### config.mk
export PLATFORM = sky130hd
export DESIGN_NAME = seq_hit_monitor
export DESIGN_NICKNAME = d
export VERILOG_FILES = /design/src/rtl/seq_hit_monitor.sv
export SDC_FILE = /design/constraint.sdc
export NUM_CORES = 1
export LEC_CHECK = 0
export CAP_MARGIN = 20
export CELL_PAD_IN_SITES_DETAIL_PLACEMENT = 0
export CELL_PAD_IN_SITES_GLOBAL_PLACEMENT = 1
export CORE_AREA = 5 5 68 70
export CTS_BUF_LIST = sky130_fd_sc_hd__clkbuf_16
export CTS_CLUSTER_DIAMETER = 80
export DETAILED_ROUTE_END_ITERATION = 8
export DIE_AREA = 0 0 73 75
export GPL_TIMING_DRIVEN = 0
export MAX_ROUTING_LAYER = met4
export PLACE_DENSITY_LB_ADDON = 0.1
export SYNTH_ARGS = -nofsm -noshare
export SYNTH_HDL_FRONTEND = slang
export SYNTH_SLANG_ARGS = --single-unit
export TNS_END_PERCENT = 50
### constraint.sdc
create_clock -name clk -period 2 [get_ports clk]
set_input_delay 0.3 -clock clk [delete_from_list [all_inputs] [get_ports clk]]
set_output_delay 0.3 -clock clk [all_outputs]
set_load 0.1 [all_outputs]
### src/rtl/seq_hit_monitor.sv
// Hit statistics for the 0110 detector output: saturating total, fixed-window
// count with sticky rate alarm, and the cycle distance between consecutive hits.
module seq_hit_monitor #(
    parameter int CNT_W  = 8,
    parameter int WIN    = 16,
    parameter int THRESH = 3,
    parameter int GAP_W  = 8
) (
    input  logic                       clk,
    input  logic                       reset,
    input  logic                       hit,
    input  logic                       clr,
    output logic [CNT_W-1:0]           total_cnt,
    output logic [$clog2(WIN+1)-1:0]   win_cnt,
    output logic                       alarm,
    output logic [GAP_W-1:0]           last_gap,
    output logic                       gap_valid
);

    localparam int WC_W = $clog2(WIN+1);
    localparam int PW   = $clog2(WIN);
    // Gap counter stops one below all-ones so gap_cnt+1 never wraps.
    localparam logic [GAP_W-1:0] GAP_SAT = {{(GAP_W-1){1'b1}}, 1'b0};

    typedef enum logic [1:0] {IDLE, TRACK, ALARM} state_e;

    state_e            state_q, state_d;
    logic [PW-1:0]     win_pos_q, win_pos_d;
    logic [WC_W-1:0]   win_cnt_q, win_cnt_d;
    logic [CNT_W-1:0]  total_q, total_d;
    logic [GAP_W-1:0]  gap_cnt_q, gap_cnt_d;
    logic [GAP_W-1:0]  last_gap_q, last_gap_d;
    logic              gap_valid_q, gap_valid_d;
    logic              last_win;
    logic              alarm_hit;

    always_comb begin
        state_d     = state_q;
        win_pos_d   = win_pos_q;
        win_cnt_d   = win_cnt_q;
        total_d     = total_q;
        gap_cnt_d   = gap_cnt_q;
        last_gap_d  = last_gap_q;
        gap_valid_d = 1'b0;
        last_win    = (win_pos_q == PW'(WIN-1));
        alarm_hit   = (int'(win_cnt_q) + int'(hit)) >= THRESH;

        if (clr) begin
            state_d    = IDLE;
            win_pos_d  = '0;
            win_cnt_d  = '0;
            total_d    = '0;
            gap_cnt_d  = '0;
            last_gap_d = '0;
        end else begin
            win_pos_d = last_win ? '0 : win_pos_q + 1'b1;
            // A hit on the last window cycle only feeds this edge's alarm check.
            win_cnt_d = last_win ? '0 : win_cnt_q + WC_W'(hit);

            if (hit && total_q != {CNT_W{1'b1}})
                total_d = total_q + 1'b1;

            if (hit)
                gap_cnt_d = '0;
            else if (gap_cnt_q != GAP_SAT)
                gap_cnt_d = gap_cnt_q + 1'b1;

            if (hit && state_q != IDLE) begin
                last_gap_d  = gap_cnt_q + 1'b1;
                gap_valid_d = 1'b1;
            end

            case (state_q)
                IDLE:    if (alarm_hit) state_d = ALARM;
                         else if (hit)  state_d = TRACK;
                TRACK:   if (alarm_hit) state_d = ALARM;
                default: state_d = ALARM;
            endcase
        end
    end

    always_ff @(posedge clk or posedge reset) begin
        if (reset) begin
            state_q     <= IDLE;
            win_pos_q   <= '0;
            win_cnt_q   <= '0;
            total_q     <= '0;
            gap_cnt_q   <= '0;
            last_gap_q  <= '0;
            gap_valid_q <= 1'b0;
        end else begin
            state_q     <= state_d;
            win_pos_q   <= win_pos_d;
            win_cnt_q   <= win_cnt_d;
            total_q     <= total_d;
            gap_cnt_q   <= gap_cnt_d;
            last_gap_q  <= last_gap_d;
            gap_valid_q <= gap_valid_d;
        end
    end

    assign total_cnt = total_q;
    assign win_cnt   = win_cnt_q;
    assign alarm     = (state_q == ALARM);
    assign last_gap  = last_gap_q;
    assign gap_valid = gap_valid_q;

endmodule

==> impl_metrics.tcl, run 1 <==
set metrics [dict create \
    netlist.area_leader.share_pct 54.2 \
    ys_warn_count 0 \
    dp_hpwl_um 2440 \
    cp_max_fo 3 \
    busiest_layer "met2" \
    synthArstFlopShare_pct 100 \
    worst_pin_slew_ns 0.962 \
    clkTransAtPathRegs_ns 0.05 \
    synth-edff-count 0 \
    use_met2_pct 21.5 \
    n_antenna_cell 0 \
    worstSetupPathType "reg -> out" \
    chipHeight_um 75 \
    ios 27 \
    place_ws_ns -0.154 \
    run_status "complete, no violations" \
    track_usage_pct 14.1 \
    die_area_um2 5480 \
    dr.pass1.iters 4 \
    critPathCaptureType "output pin" \
    grt_use_met3_pct 5.07 \
    yosysMostFrequentCell "dfrtp_1" \
    synth.cell_area_um2 1660 \
    numCtsBuffers 5 \
    fin_ws_ns 0.0711 \
    r2r_slack_ns 0.50 \
    syn_area_per_cell_um2 10.2 \
    antenna_found_initial 0 \
    ys_types 28 \
    drive_gt1_share_pct 7.07 \
    min_period_over_period_pct 96.4 \
    finalSetupViolations 0 \
    wl_um 3280 \
    gp_congestion 0.793 \
    via_per_inst 5.13 \
    clock_path_buffers 2 \
    p_leak_nw 1.04 \
    finalClockSkew_ns 0.00408 \
    clockRootBuffer "clkbuf_16" \
    period_needed_ns 1.93 \
    startpoint_type "flip-flop" \
    cts_tree "built" \
    drc_errors 0 \
    syn-instance-count 163 \
    num_vias 1272 \
    synth_ff_type "dfrtp_1" \
    postCtsSetupBuffers 0 \
    reg2reg_from "total_cnt[0]" \
    clkLatencyLatePin_ns 0.27 \
    arrival_ns 1.63 \
    whs_ns 0.425 \
    slew_headroom_pct 36.1 \
    synth_top_area_cell "dfrtp_1" \
    grt_pass1_vias 1258 \
    drv_slew 0 \
    hold_violations 0 \
    cts_max_level 2 \
    final_nets 207 \
    routedWlPerCell_um 13.2 \
    numClockSinks 36 \
    fin_cells 248 \
    row_count 23 \
    port_buffers 26 \
    hold_class "in -> async" \
    p_per_area_nw_per_um2 811 \
    synth_seq_area_share_pct 54.2 \
    reg2regPathDepth 5 \
    cp.required_ns 1.70 \
    use_met1_pct 16.6 \
    grt_overflow 0 \
    core_um2 3910 \
    fp.dieW_um 73 \
    synth_seq_cells 36 \
    ys_top_cells_by_count "36 x dfrtp_1, 19 x nor2_1, 16 x nand2_1, 11 x o21ai_0, 9 x nand3_1" \
    max_cap_violations 0 \
    rsz0062_at_grt "false" \
    drt_iter0_markers 65 \
    placed_cells 240 \
    synth_area_leaders "dfrtp_1 54%, ha_1 4.5%, nor2_1 4.3%" \
    start_util_pct 42.5 \
    ant_nets 0 \
    hold_buffers 0 \
    ir_worst_vdd_uv 532 \
    r2r-end "total_cnt[1]" \
    syn_nets 173 \
    max_freq_mhz 518 \
    syn_to_final_growth_pct 27.8 \
    grt_max_degree 23 \
    grt_first_pass_wirelength_um 5660 \
]
==> how the worst max path moves through the flow <==
stage               startpoint          to
global route        state_q[1]       alarm
global placement           hit  state_q[0]
finish              state_q[1]       alarm
CTS                 state_q[1]       alarm
detailed placement         hit  state_q[0]
floorplan           win_cnt[0]  state_q[0]
==> cell usage in the layout (no fill, tap or decap), types with 2 or more instances in the layout <==
cell type        instances
nor3_1                   3
a311oi_1                 2
or2_2                    2
dlygate4sd2_1           22
a21oi_1                  7
nor2_1                  19
o21ai_0                 11
dfrtp_2                  2
nand2_1                 16
mux2i_1                  3
inv_1                    8
ha_1                     6
a211oi_1                 3
dfrtp_1                 34
clkbuf_1                 4
nand3_1                  9
nor2b_1                  5
a21boi_0                 2
clkdlybuf4s50_1          3
clkbuf_16                5
nand4_1                  4
and4_1                   2
xnor2_1                  7
xor2_1                   8
==> routing by layer <==
| layer | vias to the layer above | share of wire, % |
|---|---|---|
| met5 | - | 0 |
| met4 | 0 | 0.82 |
| met3 | 2 | 5.6 |
| met2 | 30 | 47 |
| met1 | 610 | 46 |
| li1 | 630 | - |
==> through the flow <==
stage	power, W	TNS (ns)	util (%)	area [um^2]
2_1_floorplan	0.000970	-0.0752	-	1660
6_report	0.00172	0	54.3	2120
5_1_grt	0.00181	0	54.3	2120
4_1_cts	0.00175	0	54.2	2120
3_3_place_gp	0.00103	-0.151	50.8	1990
3_5_place_dp	0.00104	-0.198	51.5	2010
==> state kept, by name, indices dropped and copies added (netlist names) <==
signal     flops
gap_cnt_q      8
gap_valid      1
last_gap       8
state_q        2
total_cnt      8
win_cnt        5
win_pos_q      4
==> power breakdown <==
part | internal (W) | switching, W
clock network | 0.000447 | 0.000260
registers | 0.000755 | 0.0000208
logic | 0.0000575 | 0.000182
total | 0.00126 | 0.000463
==> critical path, stage by stage (launching register included) <==
cell	delay (ns)
dfrtp_1	0.37
nor2b_1	0.15
clkdlybuf4s15_1	0.84
==> cell type report <==
class | count | area (um^2)
Timing Repair Buffer | 27 | 260
Clock buffer | 5 | 125
Sequential cell | 36 | 903
Fill cell | 394 | 1790
Clock inverter | 3 | 11.3
Multi-Input combinational cell | 117 | 723
Inverter | 6 | 22.5
Tap cell | 50 | 62.6
Buffer | 4 | 15.0
==> kinds of logic after synthesis <==
kind of cell,count (synthesis),synth area share (%)
buf+inv,10,2.26
fa+ha+maj,6,4.52
flops,36,54.2
mux,3,1.81
xor+xnor,15,7.91
compound gates,29,10.6
simple gates,64,18.7
==> timing repair <==
item / CTS / global route
hold endpoints to repair: 0 / 0
gates cloned: 0 / 0
gates resized for setup: 23 / 1
endpoints found under the setup margin: 23 / 1
Note: power is estimated with default switching activity, not from simulation.
==> inputs of run 2 (changes only) <==
CTS_CLUSTER_SIZE = 28   (was default)
==> results of run 2 <==
Same layout as run 1: the final DEF is identical, and so are final timing and power.
==> inputs of run 3 (changes only) <==
REMOVE_ABC_BUFFERS = 1   (was default)
==> run 3 against run 2 <==
  * Clock power grew 2%
  * Register-to-register slack lost 0.08 ns
  * Design area shrank 0.59%
  * Clock skew shrank 0.0014 ns
  * Sequential power is essentially flat
  * Die area is the same
  * Wire length grew 3.5%
  * Flip-flop and latch count is the same
  * Largest cell class unchanged
==> impl_metrics.tcl, run 3 (same netlist as run 1, synthesis figures left out) <==
set metrics [dict create \
    run_status "complete, no violations" \
    whs_ns 0.401 \
    wl_um 3390 \
    p_int_w 0.00126 \
    final_common_cell "dfrtp_1" \
    arrival_ns 1.64 \
    row_count 23 \
    p_per_area_nw_per_um2 822 \
    finalSetupViolations 0 \
    hold_class "in -> async" \
    slew_headroom_pct 35.7 \
    hold_violations 0 \
    fp.dieW_um 73 \
    setup_tns_ns 0 \
    grt_overflow 0 \
    drt_iter0_markers 69 \
    p_sw_share_pct 27.4 \
    gp_congestion 0.741 \
    dp_hpwl_um 2550 \
    startpoint_type "flip-flop" \
    clockRootBuffer "clkbuf_16" \
    start_util_pct 42.5 \
    drc_errors 0 \
    nFillCells 367 \
    antenna_found_initial 0 \
    cp.required_ns 1.70 \
    clock_path_buffers 2 \
    hold_buffers 0 \
    cp_max_fo 3 \
    totalPowerFinal_w 0.00174 \
    routedWlPerCell_um 13.9 \
    grt_pass1_vias 1247 \
    grt_first_pass_wirelength_um 5730 \
    dr.pass1.iters 4 \
    period_needed_ns 1.94 \
    critPathCaptureType "output pin" \
    postCtsSetupBuffers 0 \
    switching_power_w 0.000475 \
    pwr-share-clk_pct 41.5 \
    syn_to_final_growth_pct 27.0 \
    p_leak_nw 1.05 \
    min_period_over_period_pct 96.9 \
    mostFrequentLayoutCells "36 x dfrtp_1, 22 x dlygate4sd2_1, 19 x nor2_1" \
    worst_pin_slew_ns 0.968 \
    drive_gt1_share_pct 7.22 \
    die_area_um2 5480 \
    clkTransAtPathRegs_ns 0.05 \
    drv_slew 0 \
    max_freq_mhz 516 \
    rsz0062_at_grt "false" \
    chipHeight_um 75 \
    num_vias 1275 \
    port_buffers 26 \
    worstSetupPathType "reg -> out" \
    via_per_inst 5.23 \
    final_nets 203 \
    pwr-share-comb_pct 13.8 \
    cts_max_level 2 \
    core_um2 3910 \
    clkLatencyLatePin_ns 0.27 \
    seqPwrFrac_pct 44.7 \
    n_antenna_cell 0 \
    ios 27 \
    numCtsBuffers 5 \
    track_usage_pct 14.3 \
    max_cap_violations 0 \
    cts_tree "built" \
    ir_worst_vdd_uv 504 \
    grt_max_degree 25 \
    finalClockSkew_ns 0.00271 \
    numClockSinks 36 \
    ant_nets 0 \
]
-- run 3: stage by stage --
stage	instances	setup WS, ns	util [%]	instance area [um^2]
final	244	0.0611	53.9	2110
after global routing	244	0.00230	53.9	2110
after CTS	244	0.0161	53.8	2110
after detailed placement	236	-0.163	51.0	2000
after global placement	235	-0.128	50.3	1970
after floorplan	159	-0.124	-	1650
-- run 3: critical path, cell delays in order (launching register included) --
cell,delay [ns]
dfrtp_1,0.38
nor2b_1,0.15
clkdlybuf4s15_1,0.84
-- run 3: cell type report --
cell class              instances  area (um^2)  share of cell area, %
well taps                      50         62.6                   2.96
clock inverters                 3         13.8                  0.652
inverters                       6         22.5                   1.07
clock buffers                   5          125                   5.93
repair buffers                 27          263                   12.4
multi-input cells             117          723                   34.3
flip-flops and latches         36          901                   42.7
-- run 3: routing by layer --
| layer | routed length (um) | up-vias | global-route usage [%] |
|---|---|---|---|
| met5 | 0 | - | - |
| met4 | 36 | 0 | 4.92 |
| met3 | 177 | 5 | 5.07 |
| met2 | 1640 | 28 | 22.7 |
| met1 | 1540 | 624 | 16.9 |
| li1 | - | 618 | - |
-- run 3: what timing repair did --
item,4_1_cts,5_1_grt
resized for setup,23,2
hold endpoints to repair,0,0
setup endpoints to repair,23,2
-- run 3: final timing paths --
check | start | to | slack [ns] | depth (start not counted)
min in group clk | hit | state_q[0] | 0.45 | 3
max in group asynchronous | reset | last_gap[5] | 1.08 | 3
max | state_q[1] | alarm | 0.06 | 2
max reg2reg | total_cnt[0] | total_cnt[1] | 0.42 | 5
min reg2reg | last_gap[6] | last_gap[6] | 0.47 | 2
min | reset | total_cnt[2] | 0.40 | 2
-- run 3: power by group through the flow --
stage	clock (W)	sequential, W	combinational (W)
finish	0.000720	0.000776	0.000240
global route	0.000780	0.000780	0.000256
CTS	0.000743	0.000776	0.000243
detailed placement	0	0.000789	0.000253
global placement	0	0.000787	0.000243
floorplan	0	0.000879	0.0000851
